### config.mk
export PLATFORM = sky130hd
export DESIGN_NAME = ula_mc
export DESIGN_NICKNAME = d
export VERILOG_FILES = /design/src/rtl/ula_mc_pkg.sv /design/src/rtl/ula_mc_step.sv /design/src/rtl/ula_mc.sv
export SDC_FILE = /design/constraint.sdc
export NUM_CORES = 1
export LEC_CHECK = 0
export CORE_MARGIN = 3
export CORE_UTILIZATION = 57
export CTS_CLUSTER_DIAMETER = 150
export DETAILED_ROUTE_END_ITERATION = 10
export DONT_BUFFER_PORTS = 1
export PLACE_DENSITY = 0.74
export SYNTH_ARGS = -nofsm -noshare
export SYNTH_HDL_FRONTEND = slang
export SYNTH_SLANG_ARGS = --single-unit
### constraint.sdc
create_clock -name clk -period 3.25 [get_ports clk]
set_input_delay 0.8125 -clock clk [delete_from_list [all_inputs] [get_ports clk]]
set_output_delay 0.8125 -clock clk [all_outputs]
set_load 0.02 [all_outputs]
### src/rtl/ula_mc_pkg.sv
// Shared opcode constants and FSM encoding for the multi-cycle arithmetic unit.
// The processor decoder and the combinational ALU mux use the same opcodes.
package ula_mc_pkg;

    localparam logic [4:0] OP_MLT = 5'd3;
    localparam logic [4:0] OP_DIV = 5'd4;
    localparam logic [4:0] OP_MOD = 5'd5;

    typedef enum logic [1:0] {
        ST_IDLE = 2'd0,
        ST_RUN  = 2'd1,
        ST_FIX  = 2'd2
    } state_e;

    function automatic logic op_enabled(input logic [4:0] op,
                                        input logic en_mlt,
                                        input logic en_div,
                                        input logic en_mod);
        return (op == OP_MLT && en_mlt) ||
               (op == OP_DIV && en_div) ||
               (op == OP_MOD && en_mod);
    endfunction

endpackage

### src/rtl/ula_mc_step.sv
// One iteration of the sequential datapath: shift-add multiply step or
// restoring-division step, on unsigned magnitudes.
module ula_mc_step
    import ula_mc_pkg::*;
#(
    parameter int NUBITS = 32
) (
    input  logic [4:0]        op_i,
    input  logic [NUBITS-1:0] a_i,    // MLT: multiplicand, DIV/MOD: dividend -> quotient
    input  logic [NUBITS-1:0] b_i,    // MLT: multiplier,   DIV/MOD: divisor
    input  logic [NUBITS:0]   acc_i,  // MLT: product,      DIV/MOD: remainder
    output logic [NUBITS-1:0] a_o,
    output logic [NUBITS-1:0] b_o,
    output logic [NUBITS:0]   acc_o
);

    logic [NUBITS:0] rem_sh;
    logic            rem_ge;

    always_comb begin
        // NOTE: every output gets a default first so no path can infer a latch.
        a_o    = a_i;
        b_o    = b_i;
        acc_o  = acc_i;
        rem_sh = '0;
        rem_ge = 1'b0;

        if (op_i == OP_MLT) begin
            // Carry into bit NUBITS is harmless; only the low NUBITS are used.
            if (b_i[0]) begin
                acc_o = acc_i + {1'b0, a_i};
            end
            a_o = a_i << 1;
            b_o = b_i >> 1;
        end else begin
            rem_sh = {acc_i[NUBITS-1:0], a_i[NUBITS-1]};
            rem_ge = (rem_sh >= {1'b0, b_i});
            acc_o  = rem_ge ? (rem_sh - {1'b0, b_i}) : rem_sh;
            a_o    = {a_i[NUBITS-2:0], rem_ge};
        end
    end

endmodule

### src/rtl/ula_mc.sv
// Multi-cycle MLT/DIV/MOD unit with start/busy/done handshake; one bit per
// clock in RUN, sign correction and result registration in FIX.
module ula_mc
    import ula_mc_pkg::*;
#(
    parameter int NUBITS = 32,
    parameter int MLT    = 1,
    parameter int DIV    = 1,
    parameter int MOD    = 1
) (
    input  logic                     clk,
    input  logic                     rst,
    input  logic                     start,
    input  logic [4:0]               op,
    input  logic signed [NUBITS-1:0] in1,
    input  logic signed [NUBITS-1:0] in2,
    output logic                     busy,
    output logic                     done,
    output logic signed [NUBITS-1:0] out,
    output logic                     is_zero,
    output logic                     dz
);

    localparam int CW = $clog2(NUBITS + 1);

    state_e            state_q, state_d;
    logic [CW-1:0]     cnt_q, cnt_d;
    logic [NUBITS-1:0] a_q, a_d, b_q, b_d;
    logic [NUBITS:0]   acc_q, acc_d;
    logic [4:0]        op_q, op_d;
    logic              sa_q, sa_d, sb_q, sb_d, zdiv_q, zdiv_d;
    logic [NUBITS-1:0] out_q, out_d;
    logic              is_zero_q, is_zero_d, dz_q, dz_d, done_q, done_d;

    logic [NUBITS-1:0] in1_u, in2_u, abs1, abs2, a_step, b_step, res;
    logic [NUBITS:0]   acc_step;
    logic              is_div_op;

    function automatic logic [NUBITS-1:0] neg_if(input logic c, input logic [NUBITS-1:0] x);
        return c ? (~x + 1'b1) : x;
    endfunction

    assign in1_u     = in1;
    assign in2_u     = in2;
    assign abs1      = neg_if(in1_u[NUBITS-1], in1_u);
    assign abs2      = neg_if(in2_u[NUBITS-1], in2_u);
    assign is_div_op = (op == OP_DIV) || (op == OP_MOD);

    ula_mc_step #(.NUBITS(NUBITS)) u_step (
        .op_i  (op_q),
        .a_i   (a_q),
        .b_i   (b_q),
        .acc_i (acc_q),
        .a_o   (a_step),
        .b_o   (b_step),
        .acc_o (acc_step)
    );

    // Sign fix with truncation semantics; the zero-divisor case bypasses the datapath.
    always_comb begin
        res = '0;
        unique case (op_q)
            OP_MLT:  res = neg_if(sa_q ^ sb_q, acc_q[NUBITS-1:0]);
            OP_DIV:  res = zdiv_q ? '1 : neg_if(sa_q ^ sb_q, a_q);
            default: res = zdiv_q ? neg_if(sa_q, a_q) : neg_if(sa_q, acc_q[NUBITS-1:0]);
        endcase
    end

    always_comb begin
        state_d   = state_q;
        cnt_d     = cnt_q;
        a_d       = a_q;
        b_d       = b_q;
        acc_d     = acc_q;
        op_d      = op_q;
        sa_d      = sa_q;
        sb_d      = sb_q;
        zdiv_d    = zdiv_q;
        out_d     = out_q;
        is_zero_d = is_zero_q;
        dz_d      = dz_q;
        done_d    = 1'b0;

        unique case (state_q)
            ST_IDLE: begin
                if (start && op_enabled(op, MLT != 0, DIV != 0, MOD != 0)) begin
                    a_d    = abs1;
                    b_d    = abs2;
                    acc_d  = '0;
                    op_d   = op;
                    sa_d   = in1_u[NUBITS-1];
                    sb_d   = in2_u[NUBITS-1];
                    cnt_d  = CW'(NUBITS);
                    zdiv_d = is_div_op && (in2_u == '0);
                    state_d = (is_div_op && (in2_u == '0)) ? ST_FIX : ST_RUN;
                end
            end
            ST_RUN: begin
                a_d   = a_step;
                b_d   = b_step;
                acc_d = acc_step;
                cnt_d = cnt_q - 1'b1;
                if (cnt_q == CW'(1)) begin
                    state_d = ST_FIX;
                end
            end
            ST_FIX: begin
                out_d     = res;
                is_zero_d = (res == '0);
                dz_d      = zdiv_q;
                done_d    = 1'b1;
                state_d   = ST_IDLE;
            end
            default: state_d = ST_IDLE;
        endcase
    end

    // NOTE: reset is synchronous, so it lives inside the clocked block's if/else.
    always_ff @(posedge clk) begin
        if (rst) begin
            state_q   <= ST_IDLE;
            cnt_q     <= '0;
            a_q       <= '0;
            b_q       <= '0;
            acc_q     <= '0;
            op_q      <= '0;
            sa_q      <= 1'b0;
            sb_q      <= 1'b0;
            zdiv_q    <= 1'b0;
            out_q     <= '0;
            is_zero_q <= 1'b1;
            dz_q      <= 1'b0;
            done_q    <= 1'b0;
        end else begin
            state_q   <= state_d;
            cnt_q     <= cnt_d;
            a_q       <= a_d;
            b_q       <= b_d;
            acc_q     <= acc_d;
            op_q      <= op_d;
            sa_q      <= sa_d;
            sb_q      <= sb_d;
            zdiv_q    <= zdiv_d;
            out_q     <= out_d;
            is_zero_q <= is_zero_d;
            dz_q      <= dz_d;
            done_q    <= done_d;
        end
    end

    assign busy    = (state_q != ST_IDLE);
    assign done    = done_q;
    assign out     = out_q;
    assign is_zero = is_zero_q;
    assign dz      = dz_q;

endmodule

==> results by group <==
CTS
  • Clock buffer depth: 2
  • Sink Count: 147
  • Worst skew pair latency: around 0.44 ns
  • Clock transition at path regs: 0.07 ns
  • Total CTS buffers: 17
  • Clock root buffer: clkbuf_16
  • CTS tree: built
  • # H-tree levels: 4
  • CTS Hold Bufs: 0

Layout
  • Layout area overhead: 21.4%
  • Multi-input gate area: around 11,000 sq um
  • Share of layout cells above drive strength 1: between 20% and 30%
  • Antenna cells: 0
  • Nets: 2,215
  • # fillers: 1,986
  • Seq. cell area: a little under 3000 sq um

Global route
  • Initial antenna violation count: 0
  • Largest net degree at the start of global routing: 120
  • Total gr overflow: 0
  • Global-route wire length before repair: between 70,000 and 80,000 microns
  • Vias in the first global route: 14,771
  • Tot GR Track Use: 37.5%

Floorplan
  • # rows: 56
  • Height of the die: 163 microns
  • Die X: 163 microns
  • Starting Density: 59.0%
  • Die ar.: 26,700 sq um
  • Core box area: roughly 24,000 sq um
  • I/O Pins: 108

STA
  • Final hold vios: 0
  • Fmax: around 0.31 GHz
  • Max_slew headroom: 46.3%
  • Setup Skew: 0.0141 ns
  • Worst-margin pin slew: 0.804 ns
  • Final Critical Period: 3.24 ns
  • Slew Viols, Final: 0
  • Setup TNS: 0 ns
  • Endpoints failing setup: 0
  • Final critical-path share of the clock period: ~100%
  • RSZ-0062 raised after global routing: yes

Logic synthesis
  • Post-synth cell types: 82
  • Top FF cell, synth: dfxtp_1
  • Post-Syn Area per Cell: 7.26 sq um
  • Seq/Total Area, Yosys: 20.9%
  • Post-Syn Nets: 2,086
  • Fraction of registers with async set/reset: 0%
  • EDFF count, synth: 0
  • Number of synthesized register bits: between 100 and 150
  • Yosys Warn Count: 0
  • Mapped Area: 14,100 sq um
  • Cell count after synthesis: 1,943

Drt
  • Vias: 15,918
  • DRT iter0 DRCs: about 1,800
  • Detailed Route WL: 51,500 microns
  • Detail Route Antenna Nets: 0
  • DRC viols: 0
  • DR WL/cell: 21.4 microns
  • DR pass1 iterations: 6
  • DR vias/cell: 6.62

Setup path
  • Largest stage delay on the critical path: 0.54 ns
  • Crit path max fanout: 10
  • Worst Path Buf+Inv: 2
  • CP delay by family, top: simple AND/OR/NAND/NOR gates
  • WP depth: 12
  • Worst-path cell chain: or4_1 -> buf_6 -> or3_4 -> nor3_4 -> buf_4 -> nand2_1 -> a311o_1 -> a221o_1 -> o211ai_1 -> nor4bb_2 -> nand4_1 -> o21ai_1
  • Reg2reg path depth: 12
  • Critical Path RT: about 3.6 ns
  • CP endpoint kind: flop
  • Slowest CP cell: or4_1
  • Kind of critical path: flop to flop
  • WP data arrival: 3.56 ns
  • Critical path launch point type: flop

Power
  • Maximum VDD drop: 0.000399 V
  • PnR Total Power: about 8.2 mW
  • Pwr Density: 480 nW/um^2
  • Leakage: 6.96 nW

Status
  • Status: complete, no violations

Job
  • Max_cap viols: 0

Placed design
  • Hpwl dp: between 30,000 and 40,000 microns
  • GP Congestion: approximately 1.0
  • Port Buffers: 0

Min path
  • Hold depth: 1
  • Worst min path class: flop to flop
-- power breakdown --
| part | switching [mW] | internal [mW] | leakage, nW |
|---|---|---|---|
| logic | 2.30 | 1.98 | 5.49 |
| clock network | 0.955 | 1.08 | 0.276 |
| registers | 0.0668 | 1.85 | 1.19 |
-- sequential cells by signal, summed over array words and instances, names as in the netlist --
name     flops
sa_q         1
done         1
b_q         32
zdiv_q       1
acc_q       32
dz           1
cnt_q        6
state_q      2
is_zero      1
op_q         5
out         32
sb_q         1
a_q         32
-- final cells by class --
type / instances / area share [%]
Clock buffer: 17 / 2.49
Inverter: 69 / 1.54
Multi-Input combinational cell: 1567 / 63.2
Tap cell: 319 / 2.33
Timing Repair Buffer: 270 / 12.3
Clock inverter: 14 / 0.848
Sequential cell: 147 / 17.3
-- kinds of logic after synthesis --
logic type                 synth area share [%]
AOI/OAI and AO/OA                          31.8
and+or+nand+nor                            21.3
buffers and inverters                      6.25
xor gates and xnor gates                   11.9
DFF                                        20.9
adders and majority gates                  6.41
muxes                                      1.52
-- metal layers --
metal  vias up  track usage (%)  routed length, microns
met5         -                0                       0
met2       824             57.9                   22700
met1      7519             51.5                   22000
met4         0             13.8                    1800
li1       7441                -                       -
met3       134             7.89                    5050
-- path summary, 6_finish.rpt --
path                   to     start  slack, ns
setup / recovery  is_zero  acc_q[5]      0.007
hold / removal    op_q[4]   op_q[4]       0.48
setup reg to reg  is_zero  acc_q[5]      0.007
hold reg to reg   op_q[4]   op_q[4]       0.48
-- repair_timing --
action | 4_1_cts | 5_1_grt
cloned | 0 | 0
gates resized for setup | 36 | 89
buffers inserted | 6 | 9
pin swaps | 12 | 22
setup endpoints to repair | 3 | 37
-- placed cells by master (no fill, tap or decap), types with 9 or more instances in the layout --
cell type	instances
nor2_1	228
or3_1	28
mux2i_1	18
and3_1	18
a211oi_1	64
a21o_1	25
o211ai_1	23
clkbuf_16	17
or4_1	12
inv_1	63
a222oi_1	25
dfxtp_1	134
a22oi_1	17
dfxtp_2	12
o21ai_1	16
nand4_1	18
o21ai_0	120
buf_4	259
o221ai_1	12
ha_1	60
a211oi_2	9
a21oi_1	164
a31oi_1	19
o31ai_1	25
nor3_1	32
nand2b_1	16
xor2_1	78
o41ai_1	19
o21a_1	10
o21bai_1	10
nor4_1	16
nand2_1	134
xnor2_1	112
nand3_1	36
or2_2	12
-- synthesized netlist by cell type, types with 9 or more instances --
library cell    n  area [sq um]
nor2_1        231           867
a21oi_1       168           841
dfxtp_1       147          2940
clkbuf_1      141           529
nand2_1       135           507
o21ai_0       131           656
xnor2_1       112           981
xor2_1         79           692
a211oi_1       72           541
ha_1           69           863
inv_1          68           255
nand3_1        38           190
nor3_1         35           175
o31ai_1        33           248
or3_1          33           206
a21o_1         25           188
a222oi_1       25           250
o211ai_1       23           173
o41ai_1        23           201
a31oi_1        20           125
or4_1          19           143
and3_1         18           113
mux2i_1        18           180
nand4_1        18           113
nor4_1         18           113
a22oi_1        17           128
nand2b_1       17           106
o221ai_1       13           114
or2_2          13          81.3
a221oi_1       10          87.6
o21a_1         10          75.1
o21bai_1       10          75.1
a41oi_1         9          78.8
buf_1           9          33.8
nor2b_1         9          56.3
-- per-stage QoR --
stage | area (sq um) | std cells | util, % | setup slack (ns) | hold slack (ns)
finish | 17100 | 2403 | 71.6 | 0.00668 | 0.475
detailed placement | 15900 | 2357 | 66.6 | -0.355 | 0.469
global placement | 15900 | 2357 | 66.6 | -0.325 | 0.448
CTS | 16600 | 2394 | 69.7 | -0.0189 | 0.441
global route | 17100 | 2403 | 71.6 | -0.0665 | 0.460
floorplan | 14100 | 1943 | - | -0.272 | 0.440
Note: power is estimated with default switching activity, not from simulation.
